`src/rtl/diffeq_solver_param_if.sv`:
```
// -----------------------------------------------------------------------------
// diffeq_solver_param_if
//
// Purpose:
//   Groups the start/done handshake and the operand/result buses of the
//   diffeq_solver_param compute kernel. The controller holds the master side
//   and the kernel holds the slave side.
//
// Parameters:
//   WIDTH      datapath width of x/y/u/a/dx and all results
//   MAX_STEPS  iteration limit of the kernel (sets the step counter width)
//
// Signals (direction seen from the kernel / slave side):
//   start      in   begin a run; sampled only while the kernel is idle
//   x_in       in   initial x
//   y_in       in   initial y
//   u_in       in   initial u
//   a_in       in   x upper bound (the kernel loops while x < a)
//   dx_in      in   step size
//   busy       out  high while a run is in progress
//   done       out  one-cycle pulse when the results are valid
//   timeout    out  last run was cut off by the iteration limit
//   x_out      out  final x
//   y_out      out  final y
//   u_out      out  final u
//   steps_out  out  number of steps taken in the last run
// -----------------------------------------------------------------------------
interface diffeq_solver_param_if #(
  parameter int WIDTH     = 32,
  parameter int MAX_STEPS = 1024
);
  localparam int STEP_W = $clog2(MAX_STEPS + 1);

  logic              start;
  logic [WIDTH-1:0]  x_in;
  logic [WIDTH-1:0]  y_in;
  logic [WIDTH-1:0]  u_in;
  logic [WIDTH-1:0]  a_in;
  logic [WIDTH-1:0]  dx_in;
  logic              busy;
  logic              done;
  logic              timeout;
  logic [WIDTH-1:0]  x_out;
  logic [WIDTH-1:0]  y_out;
  logic [WIDTH-1:0]  u_out;
  logic [STEP_W-1:0] steps_out;

  modport master (
    output start, x_in, y_in, u_in, a_in, dx_in,
    input  busy, done, timeout, x_out, y_out, u_out, steps_out
  );

  modport slave (
    input  start, x_in, y_in, u_in, a_in, dx_in,
    output busy, done, timeout, x_out, y_out, u_out, steps_out
  );
endinterface

```
`src/rtl/diffeq_solver_param.sv`:
```
// -----------------------------------------------------------------------------
// diffeq_solver_param
//
// Purpose:
//   Forward-Euler integrator for u'' + 3xu' + 3y = 0, one Euler step per
//   clock. A run is launched by a start pulse while idle: the operands are
//   latched, the kernel steps while x < a and the step count is below
//   MAX_STEPS, then it publishes x/y/u, the step count and a timeout flag and
//   pulses done for one cycle.
//
//   Per step, with t = u*dx (all arithmetic modulo 2^WIDTH):
//     u <= u - t*3*x - dx*3*y
//     y <= y + t
//     x <= x + dx
//
// Parameters:
//   WIDTH      datapath width (default 32)
//   MAX_STEPS  maximum Euler steps per run before forced termination (>= 1)
//
// Configuration macro:
//   DIFFEQ_SIGNED_COMPARE_EN  when defined, the x < a termination test and the
//                             timeout evaluation use a two's-complement signed
//                             compare; otherwise the compare is unsigned.
//                             Arithmetic results are identical in both builds.
//
// Ports:
//   clk    in     clock, all logic on the rising edge
//   reset  in     synchronous, active-high reset (priority over start)
//   bus    slave  handshake, operand and result signals
//                 (see diffeq_solver_param_if)
// -----------------------------------------------------------------------------
module diffeq_solver_param #(
  parameter int WIDTH     = 32,
  parameter int MAX_STEPS = 1024
) (
  input  logic                  clk,
  input  logic                  reset,
  diffeq_solver_param_if.slave  bus
);

  localparam int STEP_W = $clog2(MAX_STEPS + 1);

  localparam logic [WIDTH-1:0]  THREE   = WIDTH'(3);
  localparam logic [STEP_W-1:0] MAX_CNT = STEP_W'(MAX_STEPS);
  localparam logic [STEP_W-1:0] CNT_ONE = STEP_W'(1);

  typedef enum logic {
    IDLE = 1'b0,
    RUN  = 1'b1
  } state_t;

  state_t state_q;

  // Handshake / status registers (drive the outputs directly)
  logic              busy_q;
  logic              done_q;
  logic              timeout_q;

  // Latched operands and running state of the integration
  logic [WIDTH-1:0]  x_q;
  logic [WIDTH-1:0]  y_q;
  logic [WIDTH-1:0]  u_q;
  logic [WIDTH-1:0]  a_q;
  logic [WIDTH-1:0]  dx_q;
  logic [STEP_W-1:0] cnt_q;

  // Published results of the last completed run
  logic [WIDTH-1:0]  x_out_q;
  logic [WIDTH-1:0]  y_out_q;
  logic [WIDTH-1:0]  u_out_q;
  logic [STEP_W-1:0] steps_q;

  // Next values of one Euler step
  logic [WIDTH-1:0]  t;
  logic [WIDTH-1:0]  x_d;
  logic [WIDTH-1:0]  y_d;
  logic [WIDTH-1:0]  u_d;
  logic [STEP_W-1:0] cnt_d;
  logic              x_lt_a;
  logic              step_en;

  // Termination compare. Only the ordering changes between builds; the
  // add/sub/multiply datapath is the same modulo-2^WIDTH logic either way.
  function automatic logic lt_cmp(input logic [WIDTH-1:0] lhs,
                                  input logic [WIDTH-1:0] rhs);
`ifdef DIFFEQ_SIGNED_COMPARE_EN
    return $signed(lhs) < $signed(rhs);
`else
    return lhs < rhs;
`endif
  endfunction

  // Euler step datapath. Every product and sum is truncated to WIDTH bits,
  // so signed and unsigned interpretations give the same bit patterns.
  always_comb begin
    t       = u_q * dx_q;
    u_d     = u_q - (t * THREE * x_q) - (dx_q * THREE * y_q);
    y_d     = y_q + t;
    x_d     = x_q + dx_q;
    cnt_d   = cnt_q + CNT_ONE;
    x_lt_a  = lt_cmp(x_q, a_q);
    step_en = x_lt_a && (cnt_q < MAX_CNT);
  end

  // Control FSM and all registers. Reset clears the data registers too, so a
  // reset mid-run leaves zeroed results and no done pulse.
  always_ff @(posedge clk) begin
    if (reset) begin
      state_q   <= IDLE;
      busy_q    <= 1'b0;
      done_q    <= 1'b0;
      timeout_q <= 1'b0;
      x_q       <= '0;
      y_q       <= '0;
      u_q       <= '0;
      a_q       <= '0;
      dx_q      <= '0;
      cnt_q     <= '0;
      x_out_q   <= '0;
      y_out_q   <= '0;
      u_out_q   <= '0;
      steps_q   <= '0;
    end else begin
      case (state_q)
        IDLE: begin
          // done is a single-cycle pulse; the results and timeout hold.
          done_q <= 1'b0;
          if (bus.start) begin
            x_q     <= bus.x_in;
            y_q     <= bus.y_in;
            u_q     <= bus.u_in;
            a_q     <= bus.a_in;
            dx_q    <= bus.dx_in;
            cnt_q   <= '0;
            busy_q  <= 1'b1;
            state_q <= RUN;
          end
        end

        RUN: begin
          // start is not looked at here: requests while busy are dropped.
          if (step_en) begin
            x_q   <= x_d;
            y_q   <= y_d;
            u_q   <= u_d;
            cnt_q <= cnt_d;
          end else begin
            x_out_q   <= x_q;
            y_out_q   <= y_q;
            u_out_q   <= u_q;
            steps_q   <= cnt_q;
            // Still below the bound means the iteration limit ended the run.
            timeout_q <= x_lt_a;
            done_q    <= 1'b1;
            busy_q    <= 1'b0;
            state_q   <= IDLE;
          end
        end

        default: begin
          state_q <= IDLE;
          busy_q  <= 1'b0;
          done_q  <= 1'b0;
        end
      endcase
    end
  end

  assign bus.busy      = busy_q;
  assign bus.done      = done_q;
  assign bus.timeout   = timeout_q;
  assign bus.x_out     = x_out_q;
  assign bus.y_out     = y_out_q;
  assign bus.u_out     = u_out_q;
  assign bus.steps_out = steps_q;

endmodule

```
`src/flat_wrapper.sv`:
```
// flat-port wrapper written by rule: the top's interface ports become plain ports
module diffeq_solver_param_flat 
#(
  parameter int WIDTH     = 32,
  parameter int MAX_STEPS = 1024
)
  (clk, reset, bus_start, bus_x_in, bus_y_in, bus_u_in, bus_a_in, bus_dx_in, bus_busy, bus_done, bus_timeout, bus_x_out, bus_y_out, bus_u_out, bus_steps_out);
  diffeq_solver_param_if #(.WIDTH(WIDTH), .MAX_STEPS(MAX_STEPS)) bus_i ();
  input  logic clk;
  input  logic reset;
  input wire logic [$bits(bus_i.start)-1:0] bus_start;
  input wire logic [$bits(bus_i.x_in)-1:0] bus_x_in;
  input wire logic [$bits(bus_i.y_in)-1:0] bus_y_in;
  input wire logic [$bits(bus_i.u_in)-1:0] bus_u_in;
  input wire logic [$bits(bus_i.a_in)-1:0] bus_a_in;
  input wire logic [$bits(bus_i.dx_in)-1:0] bus_dx_in;
  output wire logic [$bits(bus_i.busy)-1:0] bus_busy;
  output wire logic [$bits(bus_i.done)-1:0] bus_done;
  output wire logic [$bits(bus_i.timeout)-1:0] bus_timeout;
  output wire logic [$bits(bus_i.x_out)-1:0] bus_x_out;
  output wire logic [$bits(bus_i.y_out)-1:0] bus_y_out;
  output wire logic [$bits(bus_i.u_out)-1:0] bus_u_out;
  output wire logic [$bits(bus_i.steps_out)-1:0] bus_steps_out;
  assign bus_i.start = bus_start;
  assign bus_i.x_in = bus_x_in;
  assign bus_i.y_in = bus_y_in;
  assign bus_i.u_in = bus_u_in;
  assign bus_i.a_in = bus_a_in;
  assign bus_i.dx_in = bus_dx_in;
  assign bus_busy = bus_i.busy;
  assign bus_done = bus_i.done;
  assign bus_timeout = bus_i.timeout;
  assign bus_x_out = bus_i.x_out;
  assign bus_y_out = bus_i.y_out;
  assign bus_u_out = bus_i.u_out;
  assign bus_steps_out = bus_i.steps_out;
  diffeq_solver_param #(.WIDTH(WIDTH), .MAX_STEPS(MAX_STEPS)) u_core (.clk(clk), .reset(reset), .bus(bus_i));
endmodule
```
`config.mk`:
```
export PLATFORM = sky130hd
export DESIGN_NAME = diffeq_solver_param_flat
export DESIGN_NICKNAME = d
export VERILOG_FILES = /design/src/rtl/diffeq_solver_param_if.sv /design/src/rtl/diffeq_solver_param.sv /design/src/flat_wrapper.sv
export SDC_FILE = /design/constraint.sdc
export NUM_CORES = 2
export LEC_CHECK = 0
export CAP_MARGIN = 20
export CORE_ASPECT_RATIO = 0.7
export CORE_MARGIN = 2
export CORE_UTILIZATION = 30
export CTS_BUF_LIST = sky130_fd_sc_hd__clkbuf_8
export CTS_CLUSTER_SIZE = 10
export DETAILED_ROUTE_END_ITERATION = 12
export HOLD_SLACK_MARGIN = 0.03
export PLACE_DENSITY_LB_ADDON = 0.05
export SLEW_MARGIN = 20
export SYNTH_ARGS = -nofsm -noshare
export SYNTH_HDL_FRONTEND = slang
export SYNTH_SLANG_ARGS = --single-unit
```
`constraint.sdc`:
```
create_clock -name clk -period 20 [get_ports clk]
set_input_delay 4 -clock clk [delete_from_list [all_inputs] [get_ports clk]]
set_output_delay 4 -clock clk [all_outputs]
set_load 0.02 [all_outputs]
```
==> results.yml <==
grt:
  grt_pass1_wl_um: 406900
  track_usage: 0.2557
  grt_pass1_vias: 54010
  grt_max_degree: 78
  overflow: 0
  antenna_found_initial: 43
yosys:
  yosys_register_bits: 282
  synth_edf_count: 0
  synth_cells: 7419
  ys.flop_type: "dfxtp_1"
  synth_seq_area_share: 0.08609
  postSynthAreaPerCell_um2: 8.839
  ys.warnings.count: 0
  synth_cell_types: 81
  syn-num-nets: 9464
  syn_area_um2: 65580
  ys_async_sr_fraction: 0
final_layout:
  syn_to_final_growth_pct: 11.87
  nFillCells: 22830
  nets: 9581
  final_area_um2: 73360
  regArea_um2: 5662
  drive_above_1_share: 0.04406
  multi_input_area_um2: 53810
place:
  dpl.hpwl_um: 224700
  portBuffers: 272
  place_area_um2: 72020
  place_ws_ns: 2.548
  gp_congestion: 0.8946
clocking:
  numCtsBuffers: 57
  cts.repair.resized: 0
  postCtsSetupBuffers: 0
  clkSlewWorstSetupHoldPaths_ns: 0.06
  cts-root-buf: "clkbuf_8"
  cts_tree: "yes"
  htree_levels: 2
  clkLatencyLatePin_ns: 0.81
  clkSinkCount: 282
  postCtsHoldBufs: 0
  cts_buffer_depth: 3
route:
  drtIter0Drc: 4110
  via_per_inst: 4.886
  drcViolationCount: 0
  ant_nets: 0
  routedWlPerCell_um: 26.96
  dr_total_vias: 51260
  dr.pass1.iters: 5
  routed_wl_um: 282900
floorplan:
  dieArea_um2: 222400
  die_h_um: 395.2
  fp-row-count: 143
  die_x_um: 562.8
  initial_utilization: 0.3019
  core-area_um2: 217200
  ios: 273
timing:
  rsz0062_at_grt: "false"
  relSlewSlack: 0.2429
  fmax_ghz: 0.05684
  worst_slack_ns: 2.407
  finalSetupViolCount: 0
  totalNegativeSetupSlack_ns: 0
  skew_ns: 0.06240
  worstMarginPinSlew_ns: 1.136
  finalMaxSlewViolations: 0
  fin_crit_sh: 0.8796
  period_needed_ns: 17.59
  timing.hold.ws_ns: 0.4521
  hold_violations: 0
run:
  cap_violations: 0
critical_path:
  critPathMaxFanout: 12
  crit_path_frequent_cell: "fa_1"
  worst_path_largest_cell_delay_ns: 0.97
  slowest_stage: "dfxtp_1"
  crit_path_start_kind: "flip-flop"
  end_kind: "flip-flop"
  worstPathArrival_ns: 18.27
  crit_required_ns: 20.68
  critical_path_class: "reg -> reg"
hold_path:
  hp-class: "reg -> reg"
run_status:
  status: "completed"
critical path: cells and delay by family, from the launching register on:
family / cells / cell delay [ns]
buf+inv: 8 / 0.45
flops: 1 / 0.97
xor+xnor: 15 / 3.54
simple gates: 9 / 1.19
fa+ha+maj: 20 / 8.96
compound gates: 7 / 2.34
cells by family (layout without fill, tap and decap cells):
family                   Yosys count  after routing  share of synthesized area
AO/OA/AOI/OAI                    776            776                    0.07319
adder cells (fa/ha/maj)         1882           1882                     0.5101
other                              0             12                          0
buffers and inverters           1691           1853                    0.09707
multiplexers                      30             30                   0.004579
AND/OR/NAND/NOR                 2434           2434                     0.1825
XOR/XNOR                         324            324                    0.04653
flip-flops                       282            282                    0.08609
final cells by class:
cell class	instances	share of cell area
antenna	12	0.0004093
clock buffer	72	0.01351
clock inverter	32	0.004400
inverter	1304	0.06672
multi-input combinational	5446	0.7334
sequential	282	0.07717
tap	2900	0.04946
timing repair buffer	445	0.05488
final timing paths:
kind	from	to	slack, ns	cells after the start
worst min-delay path	u_core.bus.steps_out[4]	u_core.bus.steps_out[4]	0.45	2
worst min register to register	u_core.bus.steps_out[4]	u_core.bus.steps_out[4]	0.45	2
worst max register to register	u_core.u_q[9]	u_core.u_q[31]	2.41	59
worst max-delay path	u_core.u_q[9]	u_core.u_q[31]	2.41	59
synthesized netlist by cell type, types with 8 or more instances:
cell | instances | area share
fa_1 | 1319 | 0.40
o21bai_1 | 23 | 0.0026
nand3_1 | 34 | 0.0026
o21a_1 | 30 | 0.0034
nor2_1 | 211 | 0.012
a31oi_1 | 13 | 0.0012
nor3_1 | 26 | 0.0020
xnor3_1 | 9 | 0.0031
or3_1 | 18 | 0.0017
nor4_1 | 8 | 0.00076
o211ai_1 | 8 | 0.00092
ha_1 | 563 | 0.11
a211oi_1 | 89 | 0.010
nand4_1 | 10 | 0.00095
and3_1 | 51 | 0.0049
buf_1 | 17 | 0.00097
xnor2_1 | 241 | 0.032
and2_1 | 936 | 0.089
nor2b_1 | 22 | 0.0021
nand3b_1 | 8 | 0.00092
a21o_1 | 75 | 0.0086
inv_1 | 1304 | 0.075
nand2_1 | 1076 | 0.062
o21ai_1 | 13 | 0.00099
xor2_1 | 63 | 0.0084
a21oi_1 | 332 | 0.025
buf_2 | 8 | 0.00061
nand2b_1 | 19 | 0.0018
clkbuf_1 | 359 | 0.021
dfxtp_1 | 282 | 0.086
mux2i_1 | 30 | 0.0046
o21ai_0 | 110 | 0.0084
flip-flops by register name, indices dropped and copies added, names as in the netlist:
name and count:
u_core.a_q 32, u_core.bus.u_out 32, u_core.bus.x_out 32, u_core.bus.y_out 32
u_core.dx_q 32, u_core.u_q 32, u_core.x_q 32, u_core.y_q 32
u_core.bus.steps_out 11, u_core.cnt_q 11, u_core.bus.busy 1, u_core.bus.done 1
u_core.bus.timeout 1, u_core.state_q 1
layout by cell type (no fill, tap or decap), drive strengths merged, types with 6 or more instances in the layout:
cell type	count
a311oi	8
nand3	34
buf	174
xor2	66
fa	1319
nand2	1077
xnor3	9
a211o	6
nor2b	22
clkbuf	72
nand2b	19
diode	12
dfxtp	282
a21boi	7
clkdlybuf4s50	271
o21ai	124
mux2i	30
nor4	9
or3	18
a21o	75
xnor2	248
clkinv	12
inv	1318
a31oi	13
o31ai	7
o21bai	24
nor2	212
ha	563
a21oi	335
o21a	30
o211ai	9
and2	936
a211oi	91
nand3b	8
o22ai	7
nand4	10
nor3	27
a2111oi	7
and3	51
through the flow:
step | std cells | utilization
2_1_floorplan | 7419 | -
3_3_place_gp | 10380 | 0.3315
5_1_grt | 10480 | 0.3376
4_1_cts | 10480 | 0.3376
3_5_place_dp | 10380 | 0.3316
6_report | 10490 | 0.3377
layer usage:
layer  GRT usage  wire length [um]  vias up  share of wire
li1            -                 -    22740              -
met1      0.4034            144200    26820           0.51
met2      0.3743            117300     1543           0.41
met3     0.03241             17000      162          0.060
met4     0.03707              4311        6          0.015
met5           0                35        -        0.00012
Power is not shown: default switching activity piles up to over one toggle a cycle in this logic, so the estimate is an artifact.
